<file path="config.mk">
export PLATFORM = sky130hd
export DESIGN_NAME = seq_det_sched
export DESIGN_NICKNAME = d
export VERILOG_FILES = /design/src/rtl/seq_det_pkg.sv /design/src/rtl/seq_det_sched_tick.sv /design/src/rtl/seq_det_sched.sv
export SDC_FILE = /design/constraint.sdc
export NUM_CORES = 1
export LEC_CHECK = 0
export BUFFER_PORTS_ARGS = -buffer_cell sky130_fd_sc_hd__clkbuf_2
export CAP_MARGIN = 25
export CORE_ASPECT_RATIO = 1.2
export CORE_MARGIN = 4
export CORE_UTILIZATION = 55
export CTS_CLUSTER_DIAMETER = 100
export CTS_CLUSTER_SIZE = 40
export DETAILED_ROUTE_END_ITERATION = 7
export MAX_ROUTING_LAYER = met4
export PLACE_DENSITY = 0.76
export SLEW_MARGIN = 40
export SYNTH_ARGS = -nofsm -noshare
export SYNTH_HDL_FRONTEND = slang
export SYNTH_SLANG_ARGS = --single-unit
</file>
<file path="constraint.sdc">
create_clock -name clk -period 2.5 [get_ports clk]
set_input_delay 0.25 -clock clk [delete_from_list [all_inputs] [get_ports clk]]
set_output_delay 0.25 -clock clk [all_outputs]
set_load 0.005 [all_outputs]
</file>
<file path="src/rtl/seq_det_pkg.sv">
// Shared types and constants for the sequence-detector scheduler.
package seq_det_pkg;

   typedef enum logic [2:0] {
      IDLE   = 3'd0,
      CLEAR  = 3'd1,
      WAIT   = 3'd2,
      STEP   = 3'd3,
      REPORT = 3'd4
   } state_t;

   localparam int TICK_DIV_BOARD = 50_000_000;
   localparam int TICK_DIV_SIM   = 4;

endpackage

</file>
<file path="src/rtl/seq_det_sched_tick.sv">
// tick_gen: enable-gated modulo-TICK_DIV counter with terminal-count pulse
// and synchronous restart.
module tick_gen #(
   parameter int TICK_DIV = 4
) (
   input  logic clk,
   input  logic reset,
   input  logic en,
   input  logic restart,
   output logic tc
);

   localparam int CW = (TICK_DIV > 1) ? $clog2(TICK_DIV) : 1;
   localparam logic [CW-1:0] LAST = CW'(TICK_DIV - 1);

   logic [CW-1:0] count;

   always_ff @(posedge clk or negedge reset) begin
      if (!reset) begin
         count <= '0;
      end else if (restart) begin
         count <= '0;
      end else if (en) begin
         count <= (count == LAST) ? '0 : count + 1'b1;
      end
   end

   assign tc = en && (count == LAST);

endmodule

</file>
<file path="src/rtl/seq_det_sched.sv">
// Single-clock scheduler that feeds a serial sequence detector one bit per tick
// and counts its Mealy hits. Optional hit map: define SEQ_DET_SCHED_HITMAP_EN.
module seq_det_sched
   import seq_det_pkg::*;
#(
   parameter int DATA_W   = 8,
   parameter int TICK_DIV = TICK_DIV_BOARD,
   parameter int CNT_W    = 4
) (
   input  logic              clk,
   input  logic              reset,
   input  logic              in_valid,
   output logic              in_ready,
   input  logic [DATA_W-1:0] in_data,
   output logic              det_bit,
   output logic              det_en,
   output logic              det_clr,
   input  logic              det_hit,
   output logic              res_valid,
   input  logic              res_ready,
   output logic [CNT_W-1:0]  res_count,
`ifdef SEQ_DET_SCHED_HITMAP_EN
   output logic [DATA_W-1:0] res_map,
`endif
   output logic              busy,
   output logic [2:0]        dbg_state
);

   // Handshakes: a transfer happens on a rising clk edge where valid and ready
   // are both high; valid never waits for ready, and ready is a pure state decode.

   localparam int IW = (DATA_W > 1) ? $clog2(DATA_W) : 1;
   localparam logic [IW-1:0]    LAST_IDX = IW'(DATA_W - 1);
   localparam logic [CNT_W-1:0] CNT_MAX  = {CNT_W{1'b1}};

   state_t            state, state_nxt;
   logic [DATA_W-1:0] word;
   logic [IW-1:0]     idx;
   logic [CNT_W-1:0]  count;
   logic              tick_tc;

   tick_gen #(.TICK_DIV(TICK_DIV)) u_tick (
      .clk     (clk),
      .reset   (reset),
      .en      (state == WAIT),
      .restart (state != WAIT),
      .tc      (tick_tc)
   );

   always_ff @(posedge clk or negedge reset) begin
      if (!reset) state <= IDLE;
      else        state <= state_nxt;
   end

   always_comb begin
      state_nxt = state;
      case (state)
         IDLE:    if (in_valid) state_nxt = CLEAR;
         CLEAR:   state_nxt = WAIT;
         WAIT:    if (tick_tc) state_nxt = STEP;
         STEP:    state_nxt = (idx == LAST_IDX) ? REPORT : WAIT;
         REPORT:  if (res_ready) state_nxt = IDLE;
         default: state_nxt = IDLE;
      endcase
   end

   assign in_ready  = (state == IDLE);
   assign busy      = (state != IDLE);
   assign det_clr   = (state == CLEAR);
   assign det_en    = (state == STEP);
   assign res_valid = (state == REPORT);
   assign res_count = count;
   assign dbg_state = state;

   // The word is shifted left as bits go out, so det_bit always loads the MSB.
   always_ff @(posedge clk or negedge reset) begin
      if (!reset) begin
         word    <= '0;
         idx     <= '0;
         count   <= '0;
         det_bit <= 1'b0;
      end else begin
         case (state)
            IDLE: begin
               if (in_valid) begin
                  word  <= in_data;
                  idx   <= '0;
                  count <= '0;
               end
            end
            CLEAR: begin
               det_bit <= word[DATA_W-1];
               word    <= {word[DATA_W-2:0], 1'b0};
            end
            STEP: begin
               if (det_hit && (count != CNT_MAX)) count <= count + 1'b1;
               if (idx != LAST_IDX) begin
                  idx     <= idx + 1'b1;
                  det_bit <= word[DATA_W-1];
                  word    <= {word[DATA_W-2:0], 1'b0};
               end
            end
            default: ;
         endcase
      end
   end

`ifdef SEQ_DET_SCHED_HITMAP_EN
   // Hits shift in from the LSB, so the first step lands on bit DATA_W-1.
   always_ff @(posedge clk or negedge reset) begin
      if (!reset) begin
         res_map <= '0;
      end else if (state == IDLE && in_valid) begin
         res_map <= '0;
      end else if (state == STEP) begin
         res_map <= {res_map[DATA_W-2:0], det_hit};
      end
   end
`endif

endmodule

</file>
=== Word-level counts from Yosys, hierarchy flattened ===
Index checks and enable logic that the tools add are counted.

* Flip-flop bits (word level): 45
* Latch bits: 0
* Bits in writable memories: 0
* ROM bits: 0
* Input bits: 13
* Output and inout bits: 13
* Word-level logic and storage cells: 55
* Memories kept: 0

* Add/subtract/negate cells: 3
* $mul: 0
* Div/mod/pow operators: 0
* $lt $le $gt $ge: 0
* Eq/ne operators: 14
* Shift operators: 0
* Muxes and demuxes: 19
* Bitwise gates (word level): 0
* Reductions and logical operators: 13

{| class="wikitable"
|+ Operator list
! cell !! number
|-
| 2-to-1 mux 26 bit || 3
|-
| adder 26 x 1 -> 26 bit, second input constant || 1
|-
| == test 26 bit, second input constant || 1
|-
| one-hot mux 8 bit (3 select lines) || 1
|-
| 2-to-1 mux 3 bit || 6
|-
| 2-to-1 mux 8 bit || 2
|-
| one-hot mux 3 bit (5 select lines) || 1
|-
| AND reduction 3 bit || 4
|-
| 2-to-1 mux 4 bit || 2
|-
| one-hot mux 4 bit (2 select lines) || 1
|-
| == test 3 x 2 -> 1 bit, second input constant || 2
|-
| == test 3 bit, second input constant || 2
|-
| != test 2 x 1 -> 1 bit, second input constant || 3
|-
| one-hot mux 3 bit (2 select lines) || 1
|-
| nonzero test 2 bit || 3
|-
| nonzero test 3 bit || 2
|-
| adder 4 x 1 -> 4 bit, second input constant || 1
|-
| != test 2 bit, second input constant || 2
|-
| != test 4 bit, second input constant || 1
|-
| adder 3 x 1 -> 3 bit, second input constant || 1
|-
| == test 3 x 1 -> 1 bit, second input constant || 1
|-
| zero test 3 bit || 1
|-
| != test 3 x 2 -> 1 bit, second input constant || 1
|-
| != test 3 bit, second input constant || 1
|-
| 4 further kinds || 5
|}

=== Depth between registers and ports, before layout ===
* Word-level depth: 4
* Mapped depth: 6
* Depth with buffers taken out: 6

=== Cells and area by module ===
A second synthesis with hierarchy kept.

* Cells, all modules: 267
* Area total of the unflattened synthesis: 2633.8 sq um

{| class="wikitable"
|+ By module, submodules not included
! module !! instances !! cells each !! area each (sq um) !! sequential area each (sq um)
|-
| tick_gen || 1 || 173 || 1551.5 || 650.6
|-
| seq_det_sched || 1 || 94 || 1082.3 || 475.5
|}

=== Least setup slack after synthesis ===
Ideal clock, no wire load.

* Path kind: reg-to-reg
* From: reg u_tick.count[0]
* To: reg u_tick.count[24]
* Library setup time: 0.073 ns
* Data arrival time: 1.957 ns
* Required time: 2.427 ns
* Path slack: 0.470 ns
* Stages on the path, launching flop included: 7
* Path buffers: 1
* Clock period less this slack: 2.030 ns
* Path through: dfrtp_1 ha_1 nand3_1 or4_4 buf_6 or4_4 a21oi_2

* Cells in the longest elaborated chain, start to end: 4
* Elaborated cells on any way between the ends: 5
* Classes of those cells: 1 x add/sub; 1 x eq/ne; 3 x mux

{| class="wikitable"
|+ Ends and longest elaborated chain
! element !! RTL line !! source
|-
| start: declaration || seq_det_sched_tick.sv:16 || <nowiki>logic [CW-1:0] count;</nowiki>
|-
| start signal: assignment || seq_det_sched_tick.sv:24 || <nowiki>count <= (count == LAST) ? '0 : count + 1'b1;</nowiki>
|-
| adder 26 x 1 -> 26 bit or == test 26 bit (tied branches) || seq_det_sched_tick.sv:24 ||
|-
| 2-to-1 mux 26 bit * || seq_det_sched_tick.sv:24 ||
|-
| 2-to-1 mux 26 bit * || seq_det_sched_tick.sv:23 || <nowiki>end else if (en) begin</nowiki>
|-
| 2-to-1 mux 26 bit * || seq_det_sched_tick.sv:21 || <nowiki>end else if (restart) begin</nowiki>
|}

Every way passes the cells marked *; elsewhere a longest branch is shown, timed or not. The select of a mux whose other input is x is not followed.
A chain may end at the register's enable or synchronous reset.

=== Worst setup path in the final report ===
* From: reg u_tick.count[7]
* To: reg u_tick.count[25]

Same word-level chain as after synthesis.

==> metrics.txt <==
status finished clean; Post-Place Cells just over 300; final hold vios 0; Overflow after GRT 0; Die ar. about 0.0053 sq mm; commonest non-fill, non-tap cell in the layout dfrtp_1; maximum number of pins on one net before global-route repair 24; CTS Root Cell clkbuf_8; Post-DRT Antenna Nets 0; core area 0.00400 sq mm; Startpoint Class flop; H-tree depth 2; Post-Layout Cell Count 311; Vias/cell ~5.6; crit path DAT ~2300 ps; DRT Pass-1 Iters 4; vias in the first global route 1713; hold slack roughly 140 ps; Peak VDD IR 540 uV; R2R depth 4; Clock transition at path regs ~90 ps; WL/cell about 14 microns; Clock Sinks 45; initial antenna violation count 0; post-synth cell types 39; CTS Buf Count 5; max-cap viol count 0; Tcrit/Tclk final 0.843; endpoints failing setup 0; total wire length ~4.4 mm; GRT Util Overall 0.192; HP Class in2reg; fillcell total roughly 330; Die W around 67 microns; DRT iter0 DRCs between 70 and 80; Layout Area Growth over Synthesis 14.1%; Worst Tran Pin Value approximately 600 ps; I/O pins 26; Layout Utilization 0.659; Max stage delay on crit path about 720 ps; gpl congestion around 0.87; DRC viols 0; first-pass GRT wire length 7.69 mm; postcts setup bufs 0; static leakage between 1 and 1.5 nW; Synth Net Count ~240; Seq cells post-synth 45; RSZ-0062 raised after global routing false; most frequent cells in the layout 45 x dfrtp_1, 25 x clkbuf_2, 19 x nor2_1, 16 x a21oi_1, 16 x mux2_2; Crit-path slowest cell or4_1; setup TNS 0 ps; Final Skew 8.52 ps; die height between 70 and 80 microns; worst-case clock buffer depth 2; worst flop-to-flop path endpoint u_tick.count[25]; Ys Warns 0; fin crit period ~2100 ps; Worst-Skew Late Latency roughly 300 ps; port bufs 25; syn avg cell area slightly above 10 sq um; Post-Syn Area ~0.0023 sq mm; CP startpoint u_tick.count[7]; TritonCTS clock tree built; CP Capture Point u_tick.count[25]; pwr dens 743 mW/mm^2; Initial Util 0.577; register area share after synthesis 0.487; WS Path Type reg2reg; share of layout cells above drive strength 1 0.245; Max Fclk between 400 and 500 MHz; cells after synthesis between 200 and 250; Rel. slew slack 0.597; DR vias between 1500 and 2000; CP most frequent cell or4_1; CP Max Fanout 14; slack of the worst reg-to-reg path just under 400 ps; CP required 2730 ps; final antenna diode count 0; post-detail-place hpwl around 3.1 mm; fin. max-slew vios 0; CP cell instances nand4_1 > or4_1 > or4_1 > a21oi_1; final net count about 270; R2R Path Start u_tick.count[7]; crit end category flop; Core Rows 25
flip-flops by register name, indices dropped and copies added, names as in the netlist:
| register | cells |
|---|---|
| dbg_state | 3 |
| det_bit | 1 |
| idx | 3 |
| res_count | 4 |
| u_tick.count | 26 |
| word | 8 |
worst max-delay path, delay by kind of cell (launching register included):
family	cells	cell delay, ps
AND/OR/NAND/NOR	3	1430
flip-flops	1	450
AO/OA/AOI/OAI	1	150
logic make-up (layout without fill, tap and decap cells):
kind of cell,Yosys count,count (layout),share of synthesized area
multiplexers,16,16,0.0780
XOR/XNOR,11,11,0.0417
buffers and inverters,19,51,0.0357
adder cells (fa/ha/maj),4,4,0.0217
AND/OR/NAND/NOR,86,86,0.215
flip-flops,45,45,0.487
AO/OA/AOI/OAI,44,44,0.120
through the flow:
stage	setup slack (ps)	total power, mW	cell area (sq um)
after global routing	236	2.10	2640
final	393	1.96	2640
after detailed placement	405	1.42	2510
after CTS	386	1.99	2640
after global placement	462	1.39	2510
after floorplan	470	1.27	2310
where the power goes:
group          internal [mW]  switching [mW]
logic                  0.216           0.192
clock network          0.325           0.240
registers              0.876           0.111
per-layer routing:
| layer | part of all wire | wire (microns) | track usage | vias up |
|---|---|---|---|---|
| met1 | 0.45 | 1950 | 0.231 | 810 |
| met3 | 0.047 | 204 | 0.0481 | 10 |
| li1 | - | - | - | 883 |
| met4 | 0.021 | 91 | 0.0629 | 0 |
| met2 | 0.48 | 2110 | 0.313 | 41 |
| met5 | 0 | 0 | - | - |
synthesized netlist by cell type (all sizes together):
cell type / count / area, sq um
a21boi: 1 / 7.51
a21o: 2 / 15.0
a21oi: 17 / 88.8
a22o: 2 / 17.5
a22oi: 1 / 7.51
a32o: 1 / 10.0
and2: 1 / 6.26
and3: 3 / 18.8
buf: 4 / 26.3
clkbuf: 4 / 15.0
dfrtp: 45 / 1130
ha: 4 / 50.1
inv: 11 / 41.3
mux2: 16 / 180
nand2: 8 / 30.0
nand2b: 2 / 12.5
nand3: 10 / 62.6
nand3b: 1 / 7.51
nand4: 5 / 31.3
nand4bb: 1 / 11.3
nor2: 19 / 71.3
nor3: 10 / 50.1
nor4: 2 / 12.5
o21ai: 8 / 40.0
o22ai: 1 / 6.26
o31ai: 9 / 67.6
o41ai: 2 / 17.5
or2: 2 / 12.5
or3: 7 / 43.8
or3b: 3 / 26.3
or4: 11 / 90.1
or4bb: 1 / 11.3
xnor2: 9 / 78.8
xor2: 2 / 17.5
cell type report:
type                    instances  area [sq um]  area share
flip-flops and latches         45          1130       0.427
repair buffers                 32           180      0.0683
clock inverters                 2          37.5      0.0142
clock buffers                   6          82.6      0.0313
inverters                      11          41.3      0.0157
multi-input cells             161          1100       0.418
well taps                      54          67.6      0.0256
how the worst min path moves through the flow:
stage	start	endpoint	slack, ps	cells after the start
floorplan	reset	dbg_state[0]	-50	0
global placement	reset	res_count[2]	140	1
detailed placement	reset	res_count[2]	140	1
CTS	res_ready	dbg_state[2]	120	2
global route	res_ready	dbg_state[2]	120	2
finish	res_ready	dbg_state[2]	140	2
repair_timing:
item | CTS | global route
hold buffers | 1 | 0
gates resized for setup | 0 | 0
endpoints found under the hold margin | 10 | 0
No activity file was read; power rests on OpenSTA's default activity.
